$ cat config.mk
export PLATFORM = sky130hd
export DESIGN_NAME = dual_issue_dispatch
export DESIGN_NICKNAME = d
export VERILOG_FILES = /design/src/rtl/dispatch_pkg.sv /design/src/rtl/dispatch_steer.sv /design/src/rtl/dual_issue_dispatch.sv
export SDC_FILE = /design/constraint.sdc
export NUM_CORES = 1
export LEC_CHECK = 0
export CAP_MARGIN = 20
export CORE_MARGIN = 3
export CORE_UTILIZATION = 35
export CTS_CLUSTER_SIZE = 12
export DETAILED_ROUTE_END_ITERATION = 8
export GPL_ROUTABILITY_DRIVEN = 0
export PLACE_DENSITY = 0.67
export SYNTH_ARGS = -nofsm -noshare
export SYNTH_HDL_FRONTEND = slang
export SYNTH_SLANG_ARGS = --single-unit
$ cat constraint.sdc
create_clock -name clk -period 2.8 [get_ports clk]
set_input_delay 0.28 -clock clk [delete_from_list [all_inputs] [get_ports clk]]
set_output_delay 0.28 -clock clk [all_outputs]
set_load 0.05 [all_outputs]
$ cat src/rtl/dispatch_pkg.sv
// dispatch_pkg: shared types and constants for the dual-issue dispatcher.
//   instr_cls_e  - instruction class as encoded by decode
//   pipe_sel_e   - issue pipe an instruction is steered to
//   disp_state_e - dispatcher state (EMPTY / PAIR / HOLD)
//   disp_entry_t - one buffered instruction
//   cls_pipe()   - class-based pipe selection

package dispatch_pkg;

    localparam logic [4:0] REG_ZERO = 5'd0;

    // Storage width of the payload field; the top-level PAYLOAD_W must not exceed it.
    localparam int unsigned DISP_PAYLOAD_W = 64;

    typedef enum logic [1:0] {
        ClsAlu    = 2'b00,
        ClsBranch = 2'b01,
        ClsLoad   = 2'b10,
        ClsStore  = 2'b11
    } instr_cls_e;

    typedef enum logic [1:0] {
        PipeNone = 2'd0,
        PipeBr   = 2'd1,
        PipeMem  = 2'd2
    } pipe_sel_e;

    typedef logic [1:0] disp_state_e;
    localparam disp_state_e StEmpty = 2'd0;
    localparam disp_state_e StPair  = 2'd1;
    localparam disp_state_e StHold  = 2'd2;

    typedef struct packed {
        logic [DISP_PAYLOAD_W-1:0] payload;
        instr_cls_e                cls;
        logic [4:0]                rd;
        logic [4:0]                rs1;
        logic [4:0]                rs2;
        logic                      rf_we;
    } disp_entry_t;

    // ALU ops prefer the branch pipe and spill to the memory pipe when it is taken.
    function automatic pipe_sel_e cls_pipe(instr_cls_e cls, logic br_taken);
        pipe_sel_e sel;
        unique case (cls)
            ClsLoad, ClsStore: sel = PipeMem;
            ClsBranch:         sel = PipeBr;
            default:           sel = br_taken ? PipeMem : PipeBr;
        endcase
        return sel;
    endfunction

endpackage

$ cat src/rtl/dispatch_steer.sv
// dispatch_steer: combinational pipe steering for the OLD/YNG entry pair.
//   old_*_i / yng_*_i - the entry fields steering depends on, plus valid bits
//   old_sel_o         - pipe for OLD (PipeNone when invalid)
//   yng_sel_o         - pipe for YNG, accounting for OLD's choice
//   conflict_o        - both valid and YNG must wait (same pipe or RAW on OLD.rd)

module dispatch_steer
    import dispatch_pkg::*;
(
    input  logic       old_vld_i,
    input  instr_cls_e old_cls_i,
    input  logic [4:0] old_rd_i,
    input  logic       old_rf_we_i,
    input  logic       yng_vld_i,
    input  instr_cls_e yng_cls_i,
    input  logic [4:0] yng_rs1_i,
    input  logic [4:0] yng_rs2_i,
    output pipe_sel_e  old_sel_o,
    output pipe_sel_e  yng_sel_o,
    output logic       conflict_o
);

    logic raw;

    always_comb begin
        old_sel_o  = old_vld_i ? cls_pipe(old_cls_i, 1'b0) : PipeNone;
        yng_sel_o  = yng_vld_i ? cls_pipe(yng_cls_i, old_sel_o == PipeBr) : PipeNone;
        raw        = old_rf_we_i && (old_rd_i != REG_ZERO) &&
                     ((old_rd_i == yng_rs1_i) || (old_rd_i == yng_rs2_i));
        conflict_o = old_vld_i && yng_vld_i && ((old_sel_o == yng_sel_o) || raw);
    end

endmodule

$ cat src/rtl/dual_issue_dispatch.sv
// dual_issue_dispatch: issue-stage dispatcher. Buffers an in-order pair from decode
// (OLD, YNG), steers each to the branch or memory pipe, serializes YNG on a
// structural or RAW conflict, and honours per-pipe stalls and the issue flush.
//   clk, rst_n                  - clock, asynchronous active-low reset
//   dec_*                       - decode pair (slot 0 older), dec_ready handshake
//   stall_issue_*, flush_issue  - hazard unit controls
//   br_*, mem_*                 - per-pipe presented instruction (zeros when idle)
// Optional: define DISPATCH_PERF_CNT_EN to add saturating perf counters
//   perf_dual_cnt, perf_serial_cnt, perf_stall_cnt.

module dual_issue_dispatch
    import dispatch_pkg::*;
#(
    parameter int unsigned PAYLOAD_W = 64,
    parameter int unsigned CNT_W     = 32
) (
    input  logic                      clk,
    input  logic                      rst_n,
    input  logic [1:0]                dec_valid,
    input  logic [1:0][PAYLOAD_W-1:0] dec_payload,
    input  logic [1:0][1:0]           dec_cls,
    input  logic [1:0][4:0]           dec_rd,
    input  logic [1:0][4:0]           dec_rs1,
    input  logic [1:0][4:0]           dec_rs2,
    input  logic [1:0]                dec_rf_we,
    output logic                      dec_ready,
    input  logic                      stall_issue_branch,
    input  logic                      stall_issue_memory,
    input  logic                      flush_issue,
    output logic                      br_valid,
    output logic [PAYLOAD_W-1:0]      br_payload,
    output logic [4:0]                br_rd,
    output logic [4:0]                br_rs1,
    output logic [4:0]                br_rs2,
    output logic                      br_rf_we,
    output logic                      mem_valid,
    output logic [PAYLOAD_W-1:0]      mem_payload,
    output logic [4:0]                mem_rd,
    output logic [4:0]                mem_rs1,
    output logic [4:0]                mem_rs2,
    output logic                      mem_rf_we
`ifdef DISPATCH_PERF_CNT_EN
    ,
    output logic [CNT_W-1:0]          perf_dual_cnt,
    output logic [CNT_W-1:0]          perf_serial_cnt,
    output logic [CNT_W-1:0]          perf_stall_cnt
`endif
);

    disp_state_e state_q, state_d;
    disp_entry_t old_q, old_d, yng_q, yng_d;
    logic        old_vld_q, old_vld_d, yng_vld_q, yng_vld_d;
    // YNG presented on a pipe but left stalled after OLD issued: keep that pipe.
    logic        yng_lock_q, yng_lock_d;
    pipe_sel_e   yng_lock_sel_q, yng_lock_sel_d;

    disp_entry_t [1:0] new_entry;
    pipe_sel_e   old_sel, yng_sel, yng_sel_eff;
    logic        conflict;
    logic        old_pres, old_fire, yng_pres, yng_fire, all_fire, ready, accept;
    disp_entry_t br_entry, mem_entry;

    function automatic logic pipe_stall(pipe_sel_e sel, logic st_br, logic st_mem);
        logic s;
        unique case (sel)
            PipeBr:  s = st_br;
            PipeMem: s = st_mem;
            default: s = 1'b1;
        endcase
        return s;
    endfunction

    dispatch_steer u_steer (
        .old_vld_i   (old_vld_q),
        .old_cls_i   (old_q.cls),
        .old_rd_i    (old_q.rd),
        .old_rf_we_i (old_q.rf_we),
        .yng_vld_i   (yng_vld_q),
        .yng_cls_i   (yng_q.cls),
        .yng_rs1_i   (yng_q.rs1),
        .yng_rs2_i   (yng_q.rs2),
        .old_sel_o   (old_sel),
        .yng_sel_o   (yng_sel),
        .conflict_o  (conflict)
    );

    always_comb begin
        for (int i = 0; i < 2; i++) begin
            new_entry[i].payload = DISP_PAYLOAD_W'(dec_payload[i]);
            new_entry[i].cls     = instr_cls_e'(dec_cls[i]);
            new_entry[i].rd      = dec_rd[i];
            new_entry[i].rs1     = dec_rs1[i];
            new_entry[i].rs2     = dec_rs2[i];
            new_entry[i].rf_we   = dec_rf_we[i];
        end
    end

    // Fire/ready logic. YNG may only go when OLD is issuing now or already gone.
    always_comb begin
        old_pres    = old_vld_q & ~flush_issue;
        old_fire    = old_pres & ~pipe_stall(old_sel, stall_issue_branch, stall_issue_memory);
        yng_sel_eff = (!old_vld_q && yng_lock_q) ? yng_lock_sel_q : yng_sel;
        yng_pres    = yng_vld_q & ~flush_issue & (~old_vld_q | (old_fire & ~conflict));
        yng_fire    = yng_pres &
                      ~pipe_stall(yng_sel_eff, stall_issue_branch, stall_issue_memory);
        all_fire    = (~old_vld_q | old_fire) & (~yng_vld_q | yng_fire);
        ready       = rst_n & ~flush_issue & all_fire;
        accept      = ready & (|dec_valid);
    end

    assign dec_ready = ready;

    always_comb begin
        br_entry  = '0;
        mem_entry = '0;
        br_valid  = 1'b0;
        mem_valid = 1'b0;
        if (old_pres && old_sel == PipeBr) begin
            br_valid = 1'b1;
            br_entry = old_q;
        end else if (yng_pres && yng_sel_eff == PipeBr) begin
            br_valid = 1'b1;
            br_entry = yng_q;
        end
        if (old_pres && old_sel == PipeMem) begin
            mem_valid = 1'b1;
            mem_entry = old_q;
        end else if (yng_pres && yng_sel_eff == PipeMem) begin
            mem_valid = 1'b1;
            mem_entry = yng_q;
        end
    end

    assign br_payload  = br_entry.payload[PAYLOAD_W-1:0];
    assign br_rd       = br_entry.rd;
    assign br_rs1      = br_entry.rs1;
    assign br_rs2      = br_entry.rs2;
    assign br_rf_we    = br_entry.rf_we;
    assign mem_payload = mem_entry.payload[PAYLOAD_W-1:0];
    assign mem_rd      = mem_entry.rd;
    assign mem_rs1     = mem_entry.rs1;
    assign mem_rs2     = mem_entry.rs2;
    assign mem_rf_we   = mem_entry.rf_we;

    always_comb begin
        state_d        = state_q;
        old_d          = old_q;
        yng_d          = yng_q;
        old_vld_d      = old_vld_q & ~old_fire;
        yng_vld_d      = yng_vld_q & ~yng_fire;
        yng_lock_d     = yng_lock_q;
        yng_lock_sel_d = yng_lock_sel_q;

        unique case (state_q)
            StEmpty: if (accept) state_d = StPair;
            StPair: begin
                if (accept)        state_d = StPair;
                else if (all_fire) state_d = StEmpty;
                else if (old_fire) state_d = StHold;
            end
            StHold: begin
                if (accept)        state_d = StPair;
                else if (yng_fire) state_d = StEmpty;
            end
            default: state_d = StEmpty;
        endcase

        if (old_fire && yng_vld_q && !yng_fire) begin
            yng_lock_d     = yng_pres;
            yng_lock_sel_d = yng_sel_eff;
        end

        if (accept) begin
            // A lone slot-1 instruction is compacted into OLD.
            old_d      = dec_valid[0] ? new_entry[0] : new_entry[1];
            yng_d      = new_entry[1];
            old_vld_d  = 1'b1;
            yng_vld_d  = dec_valid[0] & dec_valid[1];
            yng_lock_d = 1'b0;
        end

        if (flush_issue) begin
            state_d    = StEmpty;
            old_vld_d  = 1'b0;
            yng_vld_d  = 1'b0;
            yng_lock_d = 1'b0;
        end
    end

    always_ff @(posedge clk or negedge rst_n) begin
        if (!rst_n) begin
            state_q        <= StEmpty;
            old_q          <= '0;
            yng_q          <= '0;
            old_vld_q      <= 1'b0;
            yng_vld_q      <= 1'b0;
            yng_lock_q     <= 1'b0;
            yng_lock_sel_q <= PipeNone;
        end else begin
            state_q        <= state_d;
            old_q          <= old_d;
            yng_q          <= yng_d;
            old_vld_q      <= old_vld_d;
            yng_vld_q      <= yng_vld_d;
            yng_lock_q     <= yng_lock_d;
            yng_lock_sel_q <= yng_lock_sel_d;
        end
    end

`ifdef DISPATCH_PERF_CNT_EN
    logic [CNT_W-1:0] dual_q, dual_d, serial_q, serial_d, stall_q, stall_d;
    logic             inc_dual, inc_serial, inc_stall;

    always_comb begin
        inc_dual   = br_valid & ~stall_issue_branch & mem_valid & ~stall_issue_memory;
        inc_serial = (state_q == StHold) & ~flush_issue;
        inc_stall  = (old_pres & ~old_fire) | (yng_pres & ~yng_fire);
        dual_d     = (inc_dual && dual_q != '1) ? dual_q + 1'b1 : dual_q;
        serial_d   = (inc_serial && serial_q != '1) ? serial_q + 1'b1 : serial_q;
        stall_d    = (inc_stall && stall_q != '1) ? stall_q + 1'b1 : stall_q;
    end

    always_ff @(posedge clk or negedge rst_n) begin
        if (!rst_n) begin
            dual_q   <= '0;
            serial_q <= '0;
            stall_q  <= '0;
        end else begin
            dual_q   <= dual_d;
            serial_q <= serial_d;
            stall_q  <= stall_d;
        end
    end

    assign perf_dual_cnt   = dual_q;
    assign perf_serial_cnt = serial_q;
    assign perf_stall_cnt  = stall_q;
`endif

endmodule

; After elaboration in Yosys (flattened, before gate mapping)
; Index checks and enable logic that the tools add are counted.
; Widths: inputs -> output; s select.
[op_classes]
eq_ne = 12
n_mux = 24
n_bitwise = 24
reduce_logical = 20
[ops]
columns = operator, n
row1 = $mux 82, 5
row2 = $and 1x1->1, 13
row3 = $eq 2x2->1 const B, 6
row4 = $logic_and 1x1->1, 11
row5 = $mux 1, 11
row6 = $eq 5x5->1, 2
row7 = $mux 2, 5
row8 = $not 1->1, 8
row9 = $eq 2x1->1 const B, 3
row10 = $reduce_or 2->1, 3
row11 = $reduce_bool 5->1, 1
row12 = $pmux 1 s2, 2
row13 = $pmux 2 s2, 1
row14 = $or 1x1->1, 3
row15 = $reduce_bool 3->1, 1
row16 = $eq 2x2->1, 1
row17 = $logic_not 1->1, 2
row18 = $logic_or 1x1->1, 2
[word_totals]
reg_bits = 169
inputBits = 171
out_inout_bits = 163
word_cells = 96

; Depth between registers and ports, before layout
[depth]
word_depth = 22
ltp_mapped = 15
depth_no_buf = 12

; By module
; From an unflattened synthesis, not the netlist that was laid out.
[unflattened]
cells_unflattened = 1048
area_unflattened_um2 = 9919.5
[modules_own_cells]
columns = mod, n_inst, cells_per_inst, area_each_um2
row1 = dual_issue_dispatch, 1, 1021, 9736.8
row2 = dispatch_steer, 1, 27, 182.7

; Worst setup path after synthesis
; No wires, ideal clock.
[synth_timing]
path_type = flip-flop to flip-flop
startpoint = register old_vld_q
endpoint = register yng_q[42] in the netlist's numbering
setup_ps = 125
arrival_time_ps = 3651
t_required_ps = 2675
path_slack_ps = -976
stages_incl_launch_ff = 15
period_less_slack_ps = 3776
path_cell_list = dfrtp_1 > clkbuf_1 > nand2b_1 > nor2_1 > or2_2 > o21a_1 > ha_1 > a221o_1 > o31ai_1 > nor2_1 > a211oi_2 > o21ai_2 > buf_4 > buf_6 > mux2_4
[synth_between]
elab_chain_cells = 17
[synth_rtl]
columns = element, line
row1 = "start, declared", dual_issue_dispatch.sv:52  ; logic old_vld_q, old_vld_d, yng_vld_q, yng_vld_d;
row2 = "start signal, assigned", dual_issue_dispatch.sv:203  ; old_vld_q <= old_vld_d;
row3 = $mux 2, dispatch_steer.sv:26  ; old_sel_o = old_vld_i ? cls_pipe(old_cls_i, 1'b0) : PipeNone;
row4 = $eq 2x1->1, "dispatch_steer.sv:27, dual_issue_dispatch.sv:65"
row5 = $mux 2, dispatch_pkg.sv:48  ; default: sel = br_taken ? PipeMem : PipeBr;
row6 = $pmux 2 s2, dispatch_pkg.sv:45  ; unique case (cls)
row7 = $mux 2, dispatch_steer.sv:27  ; yng_sel_o = yng_vld_i ? cls_pipe(yng_cls_i, old_sel_o == PipeBr) : PipeNone;
row8 = $eq 2x2->1, dispatch_steer.sv:30  ; conflict_o = old_vld_i && yng_vld_i && ((old_sel_o == yng_sel_o) || raw);
row9 = $logic_or 1x1->1, dispatch_steer.sv:30
row10 = $logic_and 1x1->1, dispatch_steer.sv:30
row11 = [2 not listed], -
row12 = $or 1x1->1, dual_issue_dispatch.sv:103  ; yng_pres = yng_vld_q & ~flush_issue & (~old_vld_q | (old_fire & ~conflict));
row13 = $and 1x1->1, dual_issue_dispatch.sv:103
row14 = $and 1x1->1, dual_issue_dispatch.sv:104  ; yng_fire = yng_pres &
row15 = $or 1x1->1, dual_issue_dispatch.sv:106  ; all_fire = (~old_vld_q | old_fire) & (~yng_vld_q | yng_fire);
row16 = $and 1x1->1 (*), dual_issue_dispatch.sv:106
row17 = $and 1x1->1 (*), dual_issue_dispatch.sv:107  ; ready = rst_n & ~flush_issue & all_fire;
row18 = via dec_ready, dual_issue_dispatch.sv:26  ; output logic dec_ready,
row19 = $and 1x1->1 (*), dual_issue_dispatch.sv:108  ; accept = ready & (|dec_valid);
row20 = "end signal, assigned", dual_issue_dispatch.sv:202  ; yng_q <= yng_d;
row21 = "end, declared", dual_issue_dispatch.sv:51  ; disp_entry_t old_q, old_d, yng_q, yng_d;
; The timed path passes the listed nets; every way through them passes the cells marked *.
; A chain may end at the register's enable or synchronous reset.

; Final worst setup path
[layout_timing]
startpoint = register old_vld_q
endpoint = register old_q[15] in the netlist's numbering
[layout_between]
elab_chain_cells = 17
[layout_rtl]
columns = element, line
row1 = $mux 2, dispatch_steer.sv:26
row2 = $eq 2x1->1, "dispatch_steer.sv:27, dual_issue_dispatch.sv:65"
row3 = $mux 2, dispatch_pkg.sv:48
row4 = $pmux 2 s2, dispatch_pkg.sv:45
row5 = $mux 2, dispatch_steer.sv:27
row6 = $eq 2x2->1, dispatch_steer.sv:30
row7 = $logic_or 1x1->1, dispatch_steer.sv:30
row8 = $logic_and 1x1->1, dispatch_steer.sv:30
row9 = $not 1->1, dual_issue_dispatch.sv:103
row10 = $and 1x1->1, dual_issue_dispatch.sv:103
row11 = $or 1x1->1, dual_issue_dispatch.sv:103
row12 = $and 1x1->1, dual_issue_dispatch.sv:103
row13 = $and 1x1->1, dual_issue_dispatch.sv:104
row14 = $or 1x1->1, dual_issue_dispatch.sv:106
row15 = $and 1x1->1 (*), dual_issue_dispatch.sv:106
row16 = $and 1x1->1 (*), dual_issue_dispatch.sv:107
row17 = $and 1x1->1 (*), dual_issue_dispatch.sv:108
row18 = "end signal, assigned", dual_issue_dispatch.sv:201  ; old_q <= old_d;
row19 = "end, declared", dual_issue_dispatch.sv:51
; Every way passes the cells marked *; elsewhere a longest branch is shown, timed or not.

==> results_dict.tcl <==
set metrics [dict create \
    wirelength_mm 35.0 \
    avgSynthCellArea_um2 13.1 \
    synth_compound_area_frac 0.171 \
    drt_iter0_drc 352 \
    fin_ws_ns -0.426 \
    synth-seq-cells 168 \
    fin_crit_ns 3.23 \
    worst_slew_pin_slew_ns 1.05 \
    syn_nets 889 \
    routed-via-count 7873 \
    top_usage_layer "met2" \
    cts_tree "built" \
    grtUsageMet1 0.263 \
    rsz0062_at_grt "yes" \
    use_met3 0.0780 \
    grt_pass1_wl_mm 49.3 \
    clk_pin_slew_worst_paths_ns 0.07 \
    place_inst 1370 \
    dpl.hpwl_mm 21.6 \
    stdcell_count 1446 \
    seq_area_frac_synth 0.448 \
    ant_nets 0 \
    skew_ns 0.0210 \
    numPortBuffers 332 \
    synth-main-ff-cell "dfrtp_1" \
    hold_viol 22 \
    layout.nets 1271 \
    htreeDepth 4 \
    grt.total_usage 0.221 \
    worstRegToRegCells 14 \
    num_rows 59 \
    syn_to_final_growth_pct 84.3 \
    cts_buffers 17 \
    violations "hold timing, setup timing" \
    overflow 0 \
    initial_utilization 0.358 \
    worstSetupStartpoint "old_vld_q" \
    netlist_area_um2 9380 \
    core_um2 26200 \
    grt_start_max_net_pins 169 \
    path_class "reg -> reg" \
    cts-root-buf "clkbuf_16" \
    holdWs_ns -0.0414 \
    synth_top_family_by_area "multiplexers" \
    cp-end-kind "flip-flop" \
    period_share 1.15 \
    drv_slew 0 \
    synthAdderAreaFrac 0.00267 \
    synth_edf_count 0 \
    synth-simple-area-share 0.0147 \
    setup_viol 328 \
    r2r_start "old_vld_q" \
    dr.pass1.iters 5 \
    critical_path.endpoint "old_q[15]" \
    async_reset_ff_frac 1.00 \
    status "complete, but fails checks" \
    fp.dieH_um 170 \
    hold_class "in -> async" \
    drive_above_1_share 0.500 \
    cap_violations 0 \
    fmax_mhz 310 \
    grt_pass1_vias 8165 \
    muxShareOfSynthArea 0.311 \
    synthDistinctLibCells 36 \
    antennaDiodeCount 0 \
    hold_buffers 0 \
    worstReg2RegEnd "old_q[15]" \
    grt.met2_usage 0.383 \
    clock_path_buffers 2 \
    synth_xor_area_frac 0.00934 \
    syn_inst 716 \
    start_kind "flip-flop" \
    viasPerCell 5.44 \
    wire_per_inst_um 24.2 \
    relSlewSlack 0.297 \
    ios 334 \
    rrSetupSlack_ns -0.43 \
    cp.arrival_ns 3.52 \
    die_area_um2 28800 \
    path_max_fanout 10 \
    antenna_found_initial 0 \
    vdd_ir_drop_max_mv 0.285 \
    insertion_delay_ns 0.43 \
    die_x_um 170 \
    drc_errors 0 \
    p_leak_uw 0.00746 \
    cp.required_ns 3.10 \
    clock_sinks 168 \
    synth_warnings 0 \
    total_power_uw 7970 \
    power_density_nw_per_um2 461 \
]
[through the flow]
stage	setup TNS (ns)	setup WS, ns	cell area (um^2)	hold WS (ns)	utilization
2_1_floorplan	-98.12	-0.621	9450	-0.0156	-
3_3_place_gp	-39.81	-0.262	15000	0.497	0.573
3_5_place_dp	-57.08	-0.388	15000	0.500	0.573
4_1_cts	-106.48	-0.391	16400	0.0915	0.627
5_1_grt	-146.69	-0.526	17300	0.114	0.659
6_report	-115.75	-0.426	17300	-0.0414	0.659
[worst min path at each step]
stage,end,slack [ns]
after floorplan,old_q[0],-0.02
after global placement,yng_lock_sel_q[1],0.50
after global routing,old_q[68],0.11
after detailed placement,yng_lock_sel_q[0],0.50
final,yng_lock_q,-0.04
after CTS,yng_q[74],0.09
[sequential cells by signal (all words and copies together), names as in the netlist]
name,flops
old_q,81
old_vld_q,1
yng_lock_q,1
yng_lock_sel_q,2
yng_q,82
yng_vld_q,1
[logic make-up after synthesis]
| logic type | after synthesis |
|---|---|
| DFF | 168 |
| adders and majority gates | 2 |
| xor gates and xnor gates | 10 |
| and+or+nand+nor | 30 |
| buffers and inverters | 70 |
| AOI/OAI and AO/OA | 189 |
| muxes | 247 |
[layer usage]
| metal | share of wire | vias up | routed length [um] |
|---|---|---|---|
| li1 | - | 3531 | - |
| met5 | 0 | - | 0 |
| met1 | 0.39 | 3999 | 13700 |
| met3 | 0.083 | 38 | 2920 |
| met2 | 0.51 | 305 | 17700 |
| met4 | 0.019 | 0 | 661 |
[power breakdown]
part | leakage (uW) | internal [uW] | switching [uW] | total, uW
sequential | 0.00198 | 2980 | 620 | 3600
clock | 0.000264 | 1190 | 1080 | 2260
combinational | 0.00521 | 1250 | 857 | 2110
[layout by cell type, fill, tap and decap left out, types with 7 or more instances in the layout]
cell type and n:
mux2_1 99, buf_4 35, mux2_4 38, nand2_1 9, a22o_4 100, buf_12 184, dfrtp_1 167, buf_6 19
xnor2_1 10, a22o_1 60, clkdlybuf4s50_1 167, inv_1 7, mux2_2 108, clkbuf_16 27
[critical path, cell delays in order, from the launching register on]
cell and delay, ns:
dfrtp_2 0.46, nand2b_4 0.09, nor2_2 0.04, or2_4 0.22, o21a_1 0.21, ha_2 0.27
a221o_1 0.32, o31ai_4 0.24, nor2_2 0.09, a211oi_4 0.24, buf_4 0.16, o21ai_4 0.06
buf_12 0.18, clkbuf_16 0.18, mux2_1 0.32
[final cells by class]
cell class | instances | area (um^2)
tap | 335 | 419
clock buffer | 19 | 443
timing repair buffer | 426 | 6320
clock inverter | 13 | 111
inverter | 7 | 26.3
sequential | 168 | 4210
fill | 1869 | 8930
multi-input combinational | 478 | 5750
[synthesized netlist by cell type (2+ instances only)]
| library cell | instances | share of area |
|---|---|---|
| mux2_4 | 37 | 0.059 |
| buf_2 | 16 | 0.0085 |
| mux2i_1 | 2 | 0.0021 |
| o21a_1 | 3 | 0.0024 |
| nand2_1 | 9 | 0.0036 |
| buf_6 | 15 | 0.018 |
| mux2_1 | 100 | 0.12 |
| dfrtp_1 | 168 | 0.45 |
| buf_1 | 2 | 0.00080 |
| inv_1 | 7 | 0.0028 |
| o21ai_0 | 6 | 0.0032 |
| nor2_1 | 11 | 0.0044 |
| o22ai_1 | 2 | 0.0013 |
| mux2_2 | 108 | 0.13 |
| nand3_1 | 2 | 0.0011 |
| a211oi_2 | 3 | 0.0040 |
| ha_1 | 2 | 0.0027 |
| nand2b_1 | 4 | 0.0027 |
| a21oi_1 | 6 | 0.0032 |
| a22o_1 | 160 | 0.15 |
| xnor2_1 | 10 | 0.0093 |
| clkbuf_1 | 29 | 0.012 |
[what timing repair did]
action / CTS / global route
endpoints found under the setup margin: 326 / 328
setup buffers: 14 / 10
gates resized for setup: 74 / 79
pin swaps: 9 / 11
gates cloned: 8 / 14
No activity file was read; power rests on OpenSTA's default activity.
